===== src/rtl/uart_rx_merge.sv =====
// Two-channel UART receive merger: per-channel byte FIFOs feeding one
// valid/ready output register, round-robin arbitrated, with sticky overrun flags.

module uart_rx_merge_fifo #(
    parameter int DATA_W = 8,
    parameter int DEPTH  = 4
) (
    input  logic                     clk,
    input  logic                     rst,
    input  logic                     wr_en,
    input  logic [DATA_W-1:0]        wr_data,
    input  logic                     rd_en,
    input  logic                     ovr_clr,
    output logic [DATA_W-1:0]        rd_data,
    output logic [$clog2(DEPTH):0]   level,
    output logic                     empty,
    output logic                     ovr
);
    localparam int AW = $clog2(DEPTH);
    localparam logic [AW:0] FULL_CNT = (AW+1)'(DEPTH);

    logic [DATA_W-1:0] mem [DEPTH];
    logic [AW-1:0]     wr_ptr, rd_ptr;
    logic              full, push, pop;

    // Fullness is judged on the pre-edge count, so a same-edge pop never
    // makes room for the incoming byte.
    assign full    = (level == FULL_CNT);
    assign empty   = (level == '0);
    assign push    = wr_en && !full;
    assign pop     = rd_en && !empty;
    assign rd_data = mem[rd_ptr];

    always_ff @(posedge clk) begin
        if (push) mem[wr_ptr] <= wr_data;
    end

    always_ff @(posedge clk or posedge rst) begin
        if (rst) begin
            wr_ptr <= '0;
            rd_ptr <= '0;
            level  <= '0;
            ovr    <= 1'b0;
        end else begin
            if (push) wr_ptr <= wr_ptr + 1'b1;
            if (pop)  rd_ptr <= rd_ptr + 1'b1;
            case ({push, pop})
                2'b10:   level <= level + 1'b1;
                2'b01:   level <= level - 1'b1;
                default: level <= level;
            endcase
            if (wr_en && full) ovr <= 1'b1;
            else if (ovr_clr)  ovr <= 1'b0;
        end
    end
endmodule

module uart_rx_merge #(
    parameter int DATA_W = 8,
    parameter int DEPTH  = 4
) (
    input  logic                   clk,
    input  logic                   rst,
    input  logic [DATA_W-1:0]      rx_data_ch0,
    input  logic                   rx_done_ch0,
    input  logic [DATA_W-1:0]      rx_data_ch1,
    input  logic                   rx_done_ch1,
    output logic                   m_valid,
    input  logic                   m_ready,
    output logic [DATA_W-1:0]      m_data,
    output logic                   m_chan,
    output logic                   ovr_ch0,
    output logic                   ovr_ch1,
    input  logic                   ovr_clr,
    output logic [$clog2(DEPTH):0] level_ch0,
    output logic [$clog2(DEPTH):0] level_ch1
);
    localparam int NUM_CH = 2;
    localparam int AW     = $clog2(DEPTH);

    typedef struct packed {
        logic              chan;
        logic [DATA_W-1:0] data;
    } beat_t;

    logic [NUM_CH-1:0][DATA_W-1:0] wr_data, rd_data;
    logic [NUM_CH-1:0]             wr_en, rd_en, empty, ovr;
    logic [NUM_CH-1:0][AW:0]       level;

    beat_t out_q;
    logic  prio;      // 0: channel 0 wins a tie, 1: channel 1 wins
    logic  slot_free, pop, gnt;

    assign wr_data   = {rx_data_ch1, rx_data_ch0};
    assign wr_en     = {rx_done_ch1, rx_done_ch0};

    generate
        for (genvar g = 0; g < NUM_CH; g++) begin : g_ch
            uart_rx_merge_fifo #(.DATA_W(DATA_W), .DEPTH(DEPTH)) u_fifo (
                .clk     (clk),
                .rst     (rst),
                .wr_en   (wr_en[g]),
                .wr_data (wr_data[g]),
                .rd_en   (rd_en[g]),
                .ovr_clr (ovr_clr),
                .rd_data (rd_data[g]),
                .level   (level[g]),
                .empty   (empty[g]),
                .ovr     (ovr[g])
            );
        end
    endgenerate

    always_comb begin
        slot_free = !m_valid || m_ready;
        pop       = slot_free && (empty != 2'b11);
        gnt       = !empty[1] && (empty[0] || prio);
        rd_en     = '0;
        if (pop) rd_en[gnt] = 1'b1;
    end

    always_ff @(posedge clk or posedge rst) begin
        if (rst) begin
            m_valid <= 1'b0;
            out_q   <= '0;
            prio    <= 1'b0;
        end else if (slot_free) begin
            m_valid <= pop;
            if (pop) begin
                out_q <= '{chan: gnt, data: rd_data[gnt]};
                prio  <= !gnt;
            end
        end
    end

    assign m_data    = out_q.data;
    assign m_chan    = out_q.chan;
    assign ovr_ch0   = ovr[0];
    assign ovr_ch1   = ovr[1];
    assign level_ch0 = level[0];
    assign level_ch1 = level[1];
endmodule

===== config.mk =====
export PLATFORM = sky130hd
export DESIGN_NAME = uart_rx_merge
export DESIGN_NICKNAME = d
export VERILOG_FILES = /design/src/rtl/uart_rx_merge.sv
export SDC_FILE = /design/constraint.sdc
export NUM_CORES = 1
export LEC_CHECK = 0
export CAP_MARGIN = 30
export CORE_MARGIN = 2
export CORE_UTILIZATION = 50
export CTS_CLUSTER_DIAMETER = 60
export DETAILED_ROUTE_END_ITERATION = 8
export PLACE_DENSITY_LB_ADDON = 0.3
export SLEW_MARGIN = 20
export SYNTH_ARGS = -nofsm -noshare
export SYNTH_HDL_FRONTEND = slang
export SYNTH_HIERARCHICAL = 1
export SYNTH_SLANG_ARGS = --single-unit

===== constraint.sdc =====
create_clock -name clk -period 2.9 [get_ports clk]
set_clock_uncertainty 0.1 [all_clocks]
set_input_delay 0.725 -clock clk [delete_from_list [all_inputs] [get_ports clk]]
set_output_delay 0.725 -clock clk [all_outputs]
set_load 0.05 [all_outputs]

# Yosys cells after proc, flatten, opt, wreduce, memory -nomap -nowiden
# Memory sizes are Yosys's and may differ from the RTL's.
# Index checks and enable logic that the tools add are counted.
# totals
ff_bits	27
ramBits	64
inputBits	22
out_inout_bits	18
mem_count	2
# classes
addsub	8
order_cmp	2
eq_ne	7
mux	14
reduce_logical	24
# memory_table
name	words	word_bits	rd	rd_ports_with_merged_regs	wr	line_no	rtl
g_ch[0].u_fifo.mem	4	8	1	0	1	22	logic [DATA_W-1:0] mem [DEPTH];
g_ch[1].u_fifo.mem	4	8	1	0	1	22	
# ops
cell	n
8-bit 2-to-1 mux	2
3-bit case mux with 2 select lines	2
1-bit logical AND	9
2-bit by 1-bit adder with 2-bit output (second input constant)	4
1-bit 2-to-1 mux	8
2-bit nonzero test	4
3-bit by 1-bit adder with 3-bit output (second input constant)	2
3-bit == test (second input constant)	2
1-bit zero test	6
3-bit zero test	2
3-bit by 1-bit subtractor with 3-bit output (second input constant)	2
2-bit by 1-bit == test with 1-bit output (second input constant)	2
2-bit == test (second input constant)	2
1-bit logical OR	2
1-bit by 2-bit < comparator with 1-bit output (second input constant)	1
2-bit 2-to-1 mux	1
2-bit != test (second input constant)	1
2-bit AND reduction	1
1-bit demux with 1-bit select	1
1-bit greater-or-equal comparator (second input constant)	1

# Longest topological paths before layout
# Gate-level depths: netlist (run 1).
# logic_depth
word_depth	11
mapped_depth	10
depth_no_buf	10

# By module
# The synthesis (run 1) kept the hierarchy.
# by_module_without_submodules
mod	n_inst	cells_each	area_each_um2	seq_area_each_um2
uart_rx_merge_fifo	2	84	1645.3	1161.1
uart_rx_merge	1	40	514.2	275.3

# Worst setup path before layout (run 1)
# No wires, ideal clock.
# synth_path
path_type	flip-flop to flip-flop
start	reg g_ch[0].u_fifo.level[2]
end	reg g_ch[1].u_fifo.level[2]
setup_ns	0.150
t_arrival_ns	2.697
required_ns	2.650
setup_slack_ns	-0.047
path_stages_with_launch	11
cell_sequence	dfrtp_1 -> nor3_1 -> nor2_1 -> nor3_4 -> o31a_2 -> ha_1 -> inv_1 -> fa_1 -> xor2_1 -> nor2_1 -> xor2_1
# synth_via
elab_chain_len	11
elab_cells_between_ends	16
# synth_rtl
element	line_no	rtl
start: declaration	15	output logic [$clog2(DEPTH):0] level,
start signal: assignment	48	2'b10: level <= level + 1'b1;
start signal: assignment	49	2'b01: level <= level - 1'b1;
start signal: assignment	50	default: level <= level;
3-bit zero test (*)	29	assign empty = (level == '0);
net empty[0]	87	logic [NUM_CH-1:0] wr_en, rd_en, empty, ovr;
1-bit logical OR	117	gnt = !empty[1] && (empty[0] || prio);
1-bit logical AND	117	
1-bit by 2-bit < comparator with 1-bit output (implied by the code) / 1-bit greater-or-equal comparator (equally long branches)	119	if (pop) rd_en[gnt] = 1'b1;
1-bit logical AND (implied by the code)	119	
1-bit 2-to-1 mux (implied by the code)	119	
1-bit demux with 1-bit select	119	
2-bit 2-to-1 mux (*)	119	
net rd_en[1]	87	
1-bit logical AND (*)	31	assign pop = rd_en && !empty;
net g_ch[1].u_fifo.pop	24	logic full, push, pop;
2-bit by 1-bit == test with 1-bit output / 2-bit == test (equally long branches)	47	case ({push, pop})
3-bit case mux with 2 select lines / 2-bit nonzero test (equally long branches)	n/a	
end signal: assignment	48	
end signal: assignment	49	
end signal: assignment	50	
end: declaration	15	
# Mark *: on every way through the listed nets, which the timed path passes. The rest lies on a longest branch.
# A chain may end at the register's enable or synchronous reset.

# Final worst setup path (run 1)
# Ends and elaborated chain as after synthesis.

==> metrics.md, run 1 <==
| Metric | Value |
|---|---|
| Final Max Slew Viols | 0 |
| Clock transition at the register clock pins on the worst setup and hold paths after CTS | 80 ps |
| Post-CTS Repair Setup Buffers | 0 |
| Growth of design area from synthesis to finish | 18.4% |
| Global routing usage summed across all routing layers | between 10% and 20% |
| Crit-path max FO | 6 |
| Top layer in use | met4 |
| Antenna-violating nets left | 0 |
| Via count of the first global-routing pass | 1945 |
| Unrepaired setup endpoints after global routing | false |
| First-pass iteration count of the detailed router | 4 |
| Starting density of the core | 52.2% |
| Fin crit share | 87.4% |
| Lkg Pwr | 1.69 nW |
| Post-synthesis area per instance | 18.3 sq um |
| Maximum number of pins on one net before global-route repair | 15 |
| Count of unique library cells instantiated by Yosys | 30 |
| # clock sinks | 91 |
| Most common cell in the synthesized netlist | edfxtp_1 |
| Synthesized cell area | 3800 sq um |
| Data arrival, critical path | 2700 ps |
| Transition time at the pin with the least slew margin | 539 ps |
| Area share of the largest cell type after synthesis | 50.5% |
| Maximum resistive drop on vdd | 0.000400 V |
| Cell taking the most area after synthesis | edfxtp_1 |
| Total power per unit cell area | 1040 nW/um^2 |
| Startpoint of the most critical hold path | m_chan$_DFFE_PP0P_ |
| Source-to-sink clock delay at the later pin of the worst-skew pair | 340 ps |
| Vias post-DR | 1900 |
| Sort of element at the start of the critical path | flip-flop |
| CTS buffer count | 9 |
| Routed length on met1 | 2690 um |
| Top-level port count | 40 |
| Commonest cells in the synthesized netlist | 64 x edfxtp_1, 27 x dfrtp_1, 17 x inv_1 |
| Critical path start-end classification | reg2reg |
| Reg-to-reg critical path startpoint | g_ch[0].u_fifo/level[2]$_DFFE_PP0P_ |
| Routed vias/inst | 5.28 |
| Final critical path time including I/O delays and setup | 2530 ps |
| Dominant cells by area after synthesis | edfxtp_1 51%, dfrtp_1 18%, mux4_1 6.9% |
| Number of gates given a new drive strength after cts | 0 |
| DR WL met3 | 302 um |
| Data required time at the worst endpoint | between 3000 and 4000 ps |
| CTS Hold Buffers Added | 0 |
| Hold/Removal Path Class | reg2reg |
| Reported max-cap violation count | 0 |
| Die Span X | 91.2 um |
| TritonCTS clock tree | built |
| Count of port buffers added during placement | 39 |
| Instance area at placement | 4320 sq um |
| Yosys reg bits | 91 |
| Endpoint kind of the worst setup timing path | flip-flop |
| Nets | a little under 300 |
| Global placer's final weighted congestion | just under 0.8 |
| Register area share after synthesis | 68.3% |
| Design area | 4500 sq um |
| WL/cell | 17.4 um |
| Crit path from | g_ch[0].u_fifo/level[2]$_DFFE_PP0P_ |
| Floorplan die area | roughly 8300 sq um |
| Detailed placer's ending HPWL | around 4500 um |
| Htree depth | 3 |
| Worst-case headroom to the max-slew limit | 64.1% |
| Status | complete, no violations |
| Post-synthesis cell count | about 210 |
| Core Area | 7290 sq um |
| Remaining DRCs | 0 |
| Number of antenna repair diodes | 0 |
| Number of DRC violations after detailed-routing iteration 0 | a little under 70 |
| Met2 wire length | 3170 um |
| Cell chosen for the clock root | clkbuf_8 |
| Final Setup Violations | 0 |
| Fin. Hold Viols | 0 |
| Least setup slack across all paths after layout | roughly 370 ps |
| Number of warning messages in the yosys log | 6 |
| First-pass GRT wire length | 10100 um |
| Number of buffers on the longest clock path | 2 |
| Number of antenna violations at the first check in global routing | 0 |
| Die span in y | a little over 90 um |
| Setup TNS after final layout | 0 ps |
| Fmax | roughly 0.4 GHz |
| Setup Slack @ Placement | between 15 and 20 ps |
| Detailed-route wire length | 6250 um |
| Flip-flop cell with the highest count after synthesis | edfxtp_1 |
| Total power consumption of the routed design | 4.69 mW |
| Net count of the mapped netlist | 242 |
| FFs w/ async S/R, synth | 29.7% |
| Utilization after layout | 61.8% |
| Proportion of layout cells with a drive suffix above 1 | 13.4% |
| Std-Cell Rows | 31 |
| Sum of overflow across all layers after global routing | 0 |
| EDFF count, synth | 64 |
kinds of logic (layout without fill, tap and decap cells):
family	after synthesis	count (layout)	share of synthesized area, %
mux	20	20	11.6
simple gates	27	27	4.54
fa+ha+maj	12	12	4.34
buf+inv	22	75	2.66
xor+xnor	12	12	2.76
flops	91	91	68.3
compound gates	24	24	5.85
final timing paths:
check | end | slack [ps] | cells after the start
setup / recovery | g_ch[1].u_fifo/level[2]$_DFFE_PP0P_ | 370 | 10
hold / removal | m_chan$_DFFE_PP0P_ | 400 | 1
setup reg to reg | g_ch[1].u_fifo/level[2]$_DFFE_PP0P_ | 370 | 10
hold reg to reg | m_chan$_DFFE_PP0P_ | 400 | 1
max in group asynchronous | m_data[3]$_DFFE_PP0P_ | 1740 | 2
min in group asynchronous | g_ch[0].u_fifo/wr_ptr[1]$_DFFE_PP0P_ | 590 | 2
cell type report:
type,instances,area [sq um]
repair buffers,43,420
multi-input cells,95,1120
inverters,17,63.8
flip-flops and latches,91,2600
fillers,545,2790
clock inverters,5,55.1
clock buffers,10,128
well taps,99,124
registers in the layout (all words and copies together), names as in the netlist:
register,flops
g_ch.u_fifo/mem,64
m_data,8
g_ch.u_fifo/level,6
g_ch.u_fifo/rd_ptr,4
g_ch.u_fifo/wr_ptr,4
g_ch.u_fifo/ovr,2
m_chan,1
m_valid,1
prio,1
where the power goes:
part | internal (mW) | total (mW) | switching [mW] | leakage [nW]
Combinational | 0.805 | 1.80 | 0.995 | 0.697
Sequential | 1.78 | 2.10 | 0.317 | 0.908
Clock | 0.391 | 0.791 | 0.401 | 0.0881
stage by stage:
stage / hold slack, ps / std cells
final: 400 / 360
after CTS: 404 / 360
after floorplan: 365 / 208
after global routing: 416 / 360
after global placement: 378 / 345
after detailed placement: 386 / 345
layout by cell type (no fill, tap or decap), types with 3 or more instances in the layout:
| cell type | Yosys | layout |
|---|---|---|
| nand2_1 | 4 | 4 |
| ha_1 | 10 | 10 |
| mux4_2 | 6 | 6 |
| xnor2_1 | 6 | 6 |
| mux4_1 | 10 | 10 |
| edfxtp_1 | 64 | 64 |
| and2_1 | 8 | 8 |
| clkbuf_8 | 0 | 9 |
| inv_1 | 17 | 17 |
| xor2_1 | 6 | 6 |
| a21boi_0 | 8 | 8 |
| nand3_1 | 3 | 3 |
| nor2_1 | 3 | 3 |
| buf_4 | 0 | 4 |
| a221o_1 | 8 | 8 |
| clkdlybuf4s50_1 | 0 | 39 |
| dfrtp_1 | 27 | 27 |
metal layers:
| metal | global-route usage, % | vias to the layer above |
|---|---|---|
| met1 | 21.8 | 954 |
| li1 | - | 888 |
| met2 | 26.9 | 51 |
| met4 | 5.68 | 0 |
| met5 | 0 | - |
| met3 | 4.15 | 7 |
worst max-delay path: stages (launching register included):
cell and delay (ps):
dfrtp_1 480, nor3_2 400, nor2_1 130, nor3_4 150, o31a_2 180, ha_1 180
inv_1 60, fa_1 380, xor2_1 150, nor2_1 110, xor2_1 150
Note: power is estimated with default switching activity, not from simulation.
==> run 2: changes to the inputs <==
--- a/config.mk
+++ b/config.mk
@@ -5,7 +5,7 @@
 export SDC_FILE = /design/constraint.sdc
 export NUM_CORES = 1
 export LEC_CHECK = 0
-export CAP_MARGIN = 30
+export CAP_MARGIN = 20
 export CORE_MARGIN = 2
 export CORE_UTILIZATION = 50
 export CTS_CLUSTER_DIAMETER = 60
@@ -16,3 +16,4 @@
 export SYNTH_HDL_FRONTEND = slang
 export SYNTH_HIERARCHICAL = 1
 export SYNTH_SLANG_ARGS = --single-unit
+export TNS_END_PERCENT = 10
==> run 2 against run 1 <==
Compared with the run above: non-clock buffer count is 1 higher; first-iteration DRC count is 46% higher; count of clock-buffer cells in the layout is 1 lower; final cell count is 0.56% higher; largest cell class unchanged; largest power group unchanged.
==> metrics.md, run 2 (synthesis gave the netlist of run 1 again) <==
| Metric | Value |
|---|---|
| Status | complete, no violations |
| Proportion of layout cells with a drive suffix above 1 | around an eighth |
| Core Area | 7290 sq um |
| Source-to-sink clock delay at the later pin of the worst-skew pair | 350 ps |
| Via count of the first global-routing pass | about 2000 |
| Cell count of the worst hold path | 1 |
| Post-CTS Repair Setup Buffers | 0 |
| Detailed-route wire length | 6360 um |
| Clock transition at the register clock pins on the worst setup and hold paths after CTS | approximately 90 ps |
| Die span in y | between 90 and 100 um |
| Total power per unit cell area | 1050 nW/um^2 |
| Total power consumption of the routed design | between 4 and 5 mW |
| Final Setup Violations | 0 |
| Number of flip-flops under the largest register name | 64 |
| Hold Path End | m_chan$_DFFE_PP0P_ |
| CTS Hold Buffers Added | 0 |
| Slowest stage cell, crit path | clkdlybuf4s50_1 |
| Critical Path, Cell by Cell | clkdlybuf4s50_1, nor2b_4, nor3_4, o31a_2, ha_1, inv_1, fa_1, xor2_1, nor2_1, xor2_1 |
| Global routing usage summed across all routing layers | 17.0% |
| TritonCTS clock tree | built |
| Crit-path max FO | 2 |
| CTS buffer count | 9 |
| Data required time at the worst endpoint | 3070 ps |
| Utilization after layout | 61.9% |
| Final critical path time including I/O delays and setup | 2570 ps |
| Maximum number of pins on one net before global-route repair | 16 |
| Global placer's final weighted congestion | about 0.76 |
| Growth of design area from synthesis to finish | 18.7% |
| Die Span X | 91.2 um |
| Sum of overflow across all layers after global routing | 0 |
| Design area | 4520 sq um |
| Number of DRC violations after detailed-routing iteration 0 | 99 |
| Nets | a little under 300 |
| Number of antenna violations at the first check in global routing | 0 |
| Count of port buffers added during placement | 39 |
| Most common cell after layout, fill and taps aside | edfxtp_1 |
| Endpoint kind of the worst setup timing path | flip-flop |
| Highest-count cells in the layout ignoring fill and taps | 64 x edfxtp_1, 39 x clkdlybuf4s50_1, 27 x dfrtp_1, 17 x inv_1 |
| Number of antenna repair diodes | 0 |
| Remaining DRCs | 0 |
| Worst-case headroom to the max-slew limit | 63.4% |
| Sort of element at the start of the critical path | input pin |
| Number of buffers on the longest clock path | 2 |
| Final worst hold slack | 394 ps |
| Reg-to-reg critical path startpoint | g_ch[0].u_fifo/level[2]$_DFFE_PP0P_ |
| Detailed placer's ending HPWL | between 4000 and 5000 um |
| Slowest Stage Delay on Critical Path | around 530 ps |
| Reg-to-reg setup timing slack | 400 ps |
| Vias post-DR | a little under 2000 |
| Hold/Removal Path Class | reg2reg |
| Instance area at placement | between 4000 and 5000 sq um |
| WL/cell | 17.6 um |
| Fin. Hold Viols | 0 |
| Reported max-cap violation count | 0 |
| Data arrival, critical path | 2740 ps |
| Maximum resistive drop on vdd | 0.000499 V |
| # clock sinks | approximately 90 |
| Final Max Slew Viols | 0 |
| Setup TNS after final layout | 0 ps |
| Lkg Pwr | about 1.7 nW |
| First-pass GRT wire length | 10400 um |
| Unrepaired setup endpoints after global routing | false |
| Antenna-violating nets left | 0 |
| Top-level port count | 40 |
| Floorplan die area | 8320 sq um |
| Cell chosen for the clock root | clkbuf_8 |
| Critical path start-end classification | in2reg |
| Transition time at the pin with the least slew margin | approximately 550 ps |
| Starting density of the core | 52.2% |
| Number of gates given a new drive strength after cts | 0 |
| Std-Cell Rows | 31 |
| Worst reg-to-reg path cell count | 10 |
| Startpoint of the most critical hold path | m_chan$_DFFE_PP0P_ |
| Fmax | 0.389 GHz |
| Reg with most FFs | g_ch.u_fifo/mem |
| Cell mode on critical path | xor2_1 |
| R2R Path End | g_ch[1].u_fifo/level[2]$_DFFE_PP0P_ |
| Crit path from | m_ready |
| Fin crit share | just under 90% |
| Routed vias/inst | 5.34 |
| Htree depth | 3 |
| Final-layout fill cell count | about 570 |
| First-pass iteration count of the detailed router | 4 |
## run 2: cell count changes in the layout (fill, tap and decap cells not counted)
| cell | before | now |
|---|---|---|
| nor3_1 | 0 | 1 |
| nor3_2 | 2 | 1 |
| inv_6 | 0 | 1 |
| clkinv_1 | 0 | 2 |
| clkinvlp_4 | 2 | 1 |
| clkbuf_1 | 1 | 0 |
| clkinv_4 | 0 | 1 |
| buf_4 | 4 | 5 |
| clkinv_2 | 2 | 1 |
## run 2: routing by layer
metal  global-route usage, %  vias to the layer above  part of all wire, %
met1                    22.1                      990                   43
met2                    26.7                       44                   51
met3                    4.48                        9                  3.7
met5                       0                        -                    0
li1                        -                      889                    -
met4                    8.21                        0                  1.7
## run 2: how the worst max path moves through the flow
stage,cells after the start,end,slack [ps]
2_1_floorplan,10,g_ch[0].u_fifo/level[2]$_DFFE_PP0P_,-40
3_3_place_gp,10,g_ch[0].u_fifo/level[2]$_DFFE_PP0P_,70
3_5_place_dp,10,g_ch[0].u_fifo/level[2]$_DFFE_PP0P_,-20
4_1_cts,1,level_ch0[2],340
5_1_grt,10,g_ch[0].u_fifo/level[2]$_DFFE_PP0P_,210
6_report,10,g_ch[0].u_fifo/level[2]$_DFFE_PP0P_,330
## run 2: worst max-delay path, delay by kind of cell
family / cells / cell delay, ps
xor gates and xnor gates: 2 / 320
and+or+nand+nor: 3 / 380
buffers and inverters: 2 / 590
adders and majority gates: 2 / 540
AOI/OAI and AO/OA: 1 / 190
## run 2: cell type report
type	instances	area (sq um)	area share, %
Clock inverter	7	67.6	1.50
Sequential cell	91	2600	57.5
Clock buffer	9	124	2.74
Tap cell	99	124	2.74
Inverter	17	63.8	1.41
Multi-Input combinational cell	95	1110	24.6
Timing Repair Buffer	44	428	9.48
## run 2: through the flow
step	worst slack, ps	cells
after floorplan	-36.5	208
after global routing	214	362
after detailed placement	-15.2	346
after CTS	339	362
after global placement	71.0	346
final	329	362
## run 2: power by group
group	internal (mW)	switching [mW]	leakage, nW	total, mW
clock	0.396	0.430	0.0947	0.825
combinational	0.810	0.996	0.702	1.81
sequential	1.78	0.323	0.908	2.11
total	2.99	1.75	1.70	4.74
==> run 3: changes to the inputs <==
--- a/config.mk
+++ b/config.mk
@@ -11,6 +11,7 @@
 export CTS_CLUSTER_DIAMETER = 60
 export DETAILED_ROUTE_END_ITERATION = 8
 export PLACE_DENSITY_LB_ADDON = 0.3
+export SKIP_LAST_GASP = 1
 export SLEW_MARGIN = 20
 export SYNTH_ARGS = -nofsm -noshare
 export SYNTH_HDL_FRONTEND = slang
==> results of run 3 <==
No change in the layout: final DEF, timing and power equal those of run 2.
==> patch 1, RTL diff (flow settings as in run 3) <==
`DEPTH` is set to 4 in 2 places; all go to 2.
--- a/src/rtl/uart_rx_merge.sv
+++ b/src/rtl/uart_rx_merge.sv
@@ -3,7 +3,7 @@
 
 module uart_rx_merge_fifo #(
     parameter int DATA_W = 8,
-    parameter int DEPTH  = 4
+    parameter int DEPTH  = 2
 ) (
     input  logic                     clk,
     input  logic                     rst,
@@ -57,7 +57,7 @@
 
 module uart_rx_merge #(
     parameter int DATA_W = 8,
-    parameter int DEPTH  = 4
+    parameter int DEPTH  = 2
 ) (
     input  logic                   clk,
     input  logic                   rst,
Interface: changed (resized level_ch0 and level_ch1); port bits go from 40 to 38. The function was not compared with the original's and may differ.
==> patch 1 against run 3 <==
Clock power shrank 42%. Synthesized area shrank 44%. Cell area shrank 41%. Count of clock-buffer cells in the layout shrank 3. Routed wire length shrank 40%. Combinational power shrank 26%. Power shrank 35%. Cell count shrank 37%. Core utilization grew 4.2 points. Worst setup slack gained 140 ps. Sequential cell count shrank 38. Critical path depth shrank 3. Non-clock buffer count shrank 4. Critical endpoint is now g_ch[0].u_fifo/level[1].
==> patch 1: results (changes against run 3) <==
Post-synth top cells: edfxtp_1 (32), dfrtp_1 (21), mux2_2 (16), a21boi_0 (8), a221o_1 (8) (was edfxtp_1 (64), dfrtp_1 (27), inv_1 (17), ha_1 (10), mux4_1 (10))
Outcome: complete, no violations (unchanged)
DP Wirelength: 2844 um (was 4461 um)
Yosys cell types: 21 (was 30)
Post-synth net total: 158 (was 242)
Pwr dens: 1140 nW/um2 (was 1049 nW/um2)
Vias per std cell: 5.319 (was 5.337)
Wire length on met1: 1632 um (was 2764 um)
Normalized max-slew margin: 0.5339 (was 0.6342)
Layout Utilization: 0.6611 (was 0.6193)
Count of non-filler cells in the finished layout: 229 (was 362)
Placement Setup Slack: 160.7 ps (was -15.17 ps)
First-pass GRT wire length: 6375 um (was 10,380 um)
Skew-Pair Late Insertion Delay: 310 ps (was 350 ps)
GPL Wtd Cong: 0.8059 (was 0.7572)
Family with the most delay on the worst path: simple AND/OR/NAND/NOR gates (was buffers and inverters)
Peak VDD IR: 0.6587 mV (was 0.4990 mV)
Post-Place Cells: 221 (was 346)
Area after DPL: 2576 um2 (was 4324 um2)
Met2 routed WL: 1968 um (was 3243 um)
Max reg flops: 32 (was 64)
DR WL met3: 175 um (was 238 um)
Area contributors post-synth: edfxtp_1 (45%), dfrtp_1 (25%), mux2_2 (8.4%), a221o_1 (3.7%), a21boi_0 (2.8%) (was edfxtp_1 (51%), dfrtp_1 (18%), mux4_1 (6.9%), mux4_2 (3.6%), ha_1 (3.3%))
Share of cells above drive strength 1: 0.1676 (was 0.1331)
GR Util met1: 0.2264 (was 0.2207)
Final #Nets: 202 (was 292)
CP Max Fanout: 10 (was 2)
Htree depth: 2 (was 3)
Vias in the first global route: 1,285 (was 2,002)
Post-CTS sizing: 0 (unchanged)
Post-synthesis average cell area: 15.94 um2 (was 18.29 um2)
M2 GR Usage: 0.2842 (was 0.2667)
Total CTS buffers: 5 (was 9)
GRT met3 Usage: 0.05523 (was 0.04481)
IO Port Bufs: 37 (was 39)
patch 1: changes by cell type after synthesis, sizes merged, moves of 6 or more:
cell,before,now
inv,17,7
dfrtp,27,21
and2,8,0
mux4,16,0
ha,10,2
mux2,2,16
edfxtp,64,32
patch 1: cells by family (layout without fill, tap and decap cells):
group	after synthesis	in the layout	synth area share
muxes	16	16	0.08436
xor gates and xnor gates	10	10	0.04101
adders and majority gates	2	2	0.01171
DFF	53	53	0.6960
AOI/OAI and AO/OA	20	20	0.07850
and+or+nand+nor	23	23	0.06913
buffers and inverters	10	55	0.01933
patch 1: path summary, 6_finish.rpt:
| check | startpoint | to | slack (ps) | depth (start not counted) |
|---|---|---|---|---|
| max | m_ready | g_ch[0].u_fifo/level[1] | 460 | 7 |
| min reg2reg | g_ch[0].u_fifo/wr_ptr | g_ch[0].u_fifo/wr_ptr | 400 | 1 |
| min | g_ch[0].u_fifo/wr_ptr | g_ch[0].u_fifo/wr_ptr | 400 | 1 |
| min in group asynchronous | rst | g_ch[0].u_fifo/level[0] | 590 | 2 |
| max in group asynchronous | rst | m_data[0] | 1690 | 2 |
| max reg2reg | g_ch[1].u_fifo/level[0] | g_ch[0].u_fifo/level[1] | 750 | 8 |
patch 1: final cells by class:
class / instances / area (um2)
repair buffers: 40 / 392.9
clock buffers: 6 / 72.57
clock inverters: 2 / 33.78
multi-input cells: 71 / 608.1
well taps: 50 / 62.56
fillers: 292 / 1375
inverters: 7 / 26.28
flip-flops and latches: 53 / 1486
patch 1: power by group:
part / switching (uW) / total, uW / internal (uW)
clock: 222 / 477 / 255
combinational: 770 / 1340 / 566
sequential: 175 / 1250 / 1070
total: 1170 / 3060 / 1890
==> patch 2, RTL diff (flow settings as in run 3) <==
Without the edit above. Make the reset (`rst`) synchronous in 2 clocked blocks.
--- a/src/rtl/uart_rx_merge.sv
+++ b/src/rtl/uart_rx_merge.sv
@@ -35,7 +35,7 @@
         if (push) mem[wr_ptr] <= wr_data;
     end
 
-    always_ff @(posedge clk or posedge rst) begin
+    always_ff @(posedge clk) begin
         if (rst) begin
             wr_ptr <= '0;
             rd_ptr <= '0;
@@ -119,7 +119,7 @@
         if (pop) rd_en[gnt] = 1'b1;
     end
 
-    always_ff @(posedge clk or posedge rst) begin
+    always_ff @(posedge clk) begin
         if (rst) begin
             m_valid <= 1'b0;
             out_q   <= '0;
Behaviour: differs if rst is asserted again (counterexample within 4 cycles, from zero or initial values and one cycle with rst high); with rst held inactive, the same outputs for 4 cycles.
==> patch 2 against run 3 <==
Register-to-register slack worse by 90 ps. Worst setup slack worse by 310 ps. Critical endpoint is now g_ch[1].u_fifo/level[2]. Synthesized area up 3.2%. Hold slack better by 7.5 ps. Global-route usage up 0.84 points. Sequential power down 9%. Non-clock buffer count up 8. Power down 6.2%. Routed wire length up 8.8%. Sequential cell count up 4. Cell area up 3.1%.
==> patch 2: results (changes against run 3) <==
Peak VDD IR: 0.5259 mV (was 0.4990 mV)
FFs w/ async S/R, synth: 0 (was 0.2967)
Sequential share of the synthesized area: 0.6478 (was 0.6827)
Yosys cell types: 33 (was 30)
Post-synth top cells: edfxtp_1 (64), dfxtp_1 (31), nor2_1 (18), inv_1 (17), mux4_2 (16) (was edfxtp_1 (64), dfrtp_1 (27), inv_1 (17), ha_1 (10), mux4_1 (10))
Normalized max-slew margin: 0.5940 (was 0.6342)
Starting DRT DRC Count: 163 (was 99)
Outcome: complete, no violations (unchanged)
Post-synthesis average cell area: 14.81 um2 (was 18.29 um2)
Skew-Pair Late Insertion Delay: 360 ps
Largest net degree at the start of global routing: 23 (was 16)
CP Max Fanout: 3 (was 2)
Critical-path top delay cell: clkdlybuf4s50_1 (unchanged)
Max reg flops: 64 (unchanged)
M2 GR Usage: 0.2719 (was 0.2667)
Htree depth: 3 (unchanged)
Leak pwr: 0.001578 uW (was 0.001704 uW)
Final #Nets: 347 (was 292)
Critical path's largest stage delay: 490 ps (was 530 ps)
DP Wirelength: 4800 um (was 4461 um)
Total CTS buffers: 9 (unchanged)
Routed len/inst: 16.47 um (was 17.56 um)
Post-synth net total: 299 (was 242)
Post-Route WL: 6919 um (was 6358 um)
Setup bufs post-CTS: 0 (unchanged)
CTS Root Cell: clkbuf_8 (unchanged)
GPL Wtd Cong: 0.8139 (was 0.7572)
Min-Delay Path Class: flop to flop (unchanged)
GRT met3 Usage: 0.04312 (was 0.04481)
Family with the most delay on the worst path: simple AND/OR/NAND/NOR gates (was buffers and inverters)
Post-Place Cells: 404 (was 346)
Area contributors post-synth: edfxtp_1 (49%), dfxtp_1 (16%), mux4_2 (9.2%), ha_1 (3.2%), nand4b_1 (1.8%) (was edfxtp_1 (51%), dfrtp_1 (18%), mux4_1 (6.9%), mux4_2 (3.6%), ha_1 (3.3%))
Fillers: 584 (was 565)
Share of cells above drive strength 1: 0.1698 (was 0.1331)
Vias per std cell: 5.519 (was 5.337)
GR Util met1: 0.2457 (was 0.2207)
N_diodes: 0 (unchanged)
First-pass GRT wire length: 11,450 um (was 10,380 um)
Worst setup startpoint: m_ready (unchanged)
GR Util All Layers: 0.1779 (was 0.1695)
Vias in the first global route: 2,330 (was 2,002)
Reg-to-reg critical path startpoint: g_ch[0].u_fifo/level[2] (unchanged)
EDFF count, synth: 64 (unchanged)
Hold wc startpoint: g_ch[1].u_fifo/rd_ptr[1] (was m_chan)
Pint: 2751 uW (was 2989 uW)
Main synth FF type: edfxtp_1 (unchanged)
## patch 2: cell count changes after synthesis, moves of 10 or more
cell     change
o21ai_0     +10
nor2_1      +15
dfxtp_1     +31
mux4_1      -10
mux4_2      +10
dfrtp_1     -27
## patch 2: through the flow
step	setup slack (ps)	hold WS, ps	cell area (um2)	util
after global placement	-287.4	372.8	4463	0.5836
final	19.37	401.4	4654	0.6086
after CTS	23.48	403.2	4642	0.6070
after floorplan	-18.92	359.1	3941	-
after detailed placement	-344.8	390.2	4463	0.5836
after global routing	-44.11	423.5	4654	0.6086
## patch 2: cell families after synthesis
family | share of synthesized area
fa+ha+maj | 0.04208
mux | 0.1026
xor+xnor | 0.01339
compound gates | 0.07396
buf+inv | 0.04112
flops | 0.6478
simple gates | 0.07906
## patch 2: worst paths after layout
path                               to  slack [ps]  depth (start not counted)
max reg2reg   g_ch[1].u_fifo/level[2]         310                         12
max           g_ch[1].u_fifo/level[2]          20                         12
min reg2reg  g_ch[1].u_fifo/rd_ptr[1]         400                          2
min          g_ch[1].u_fifo/rd_ptr[1]         400                          2
## patch 2: area by class of cell
cell class | instances | share of cell area
Sequential cell | 95 | 0.5462
Multi-Input combinational cell | 137 | 0.2685
Timing Repair Buffer | 52 | 0.1048
Clock buffer | 10 | 0.02742
Tap cell | 102 | 0.02742
Inverter | 18 | 0.01452
Clock inverter | 6 | 0.01102
## patch 2: power by group through the flow
stage	combinational (uW)	sequential, uW	clock (uW)
3_3_place_gp	1690	1930	0
2_1_floorplan	975	2190	0
5_1_grt	1900	1950	870
4_1_cts	1740	1910	810
6_report	1760	1910	781
3_5_place_dp	1730	1940	0
## patch 2: per-layer routing
metal  wire length, um  up-vias
li1                  -     1103
met1              3054     1134
met2              3409       71
met3               351       10
met4               103        0
met5                 0        -
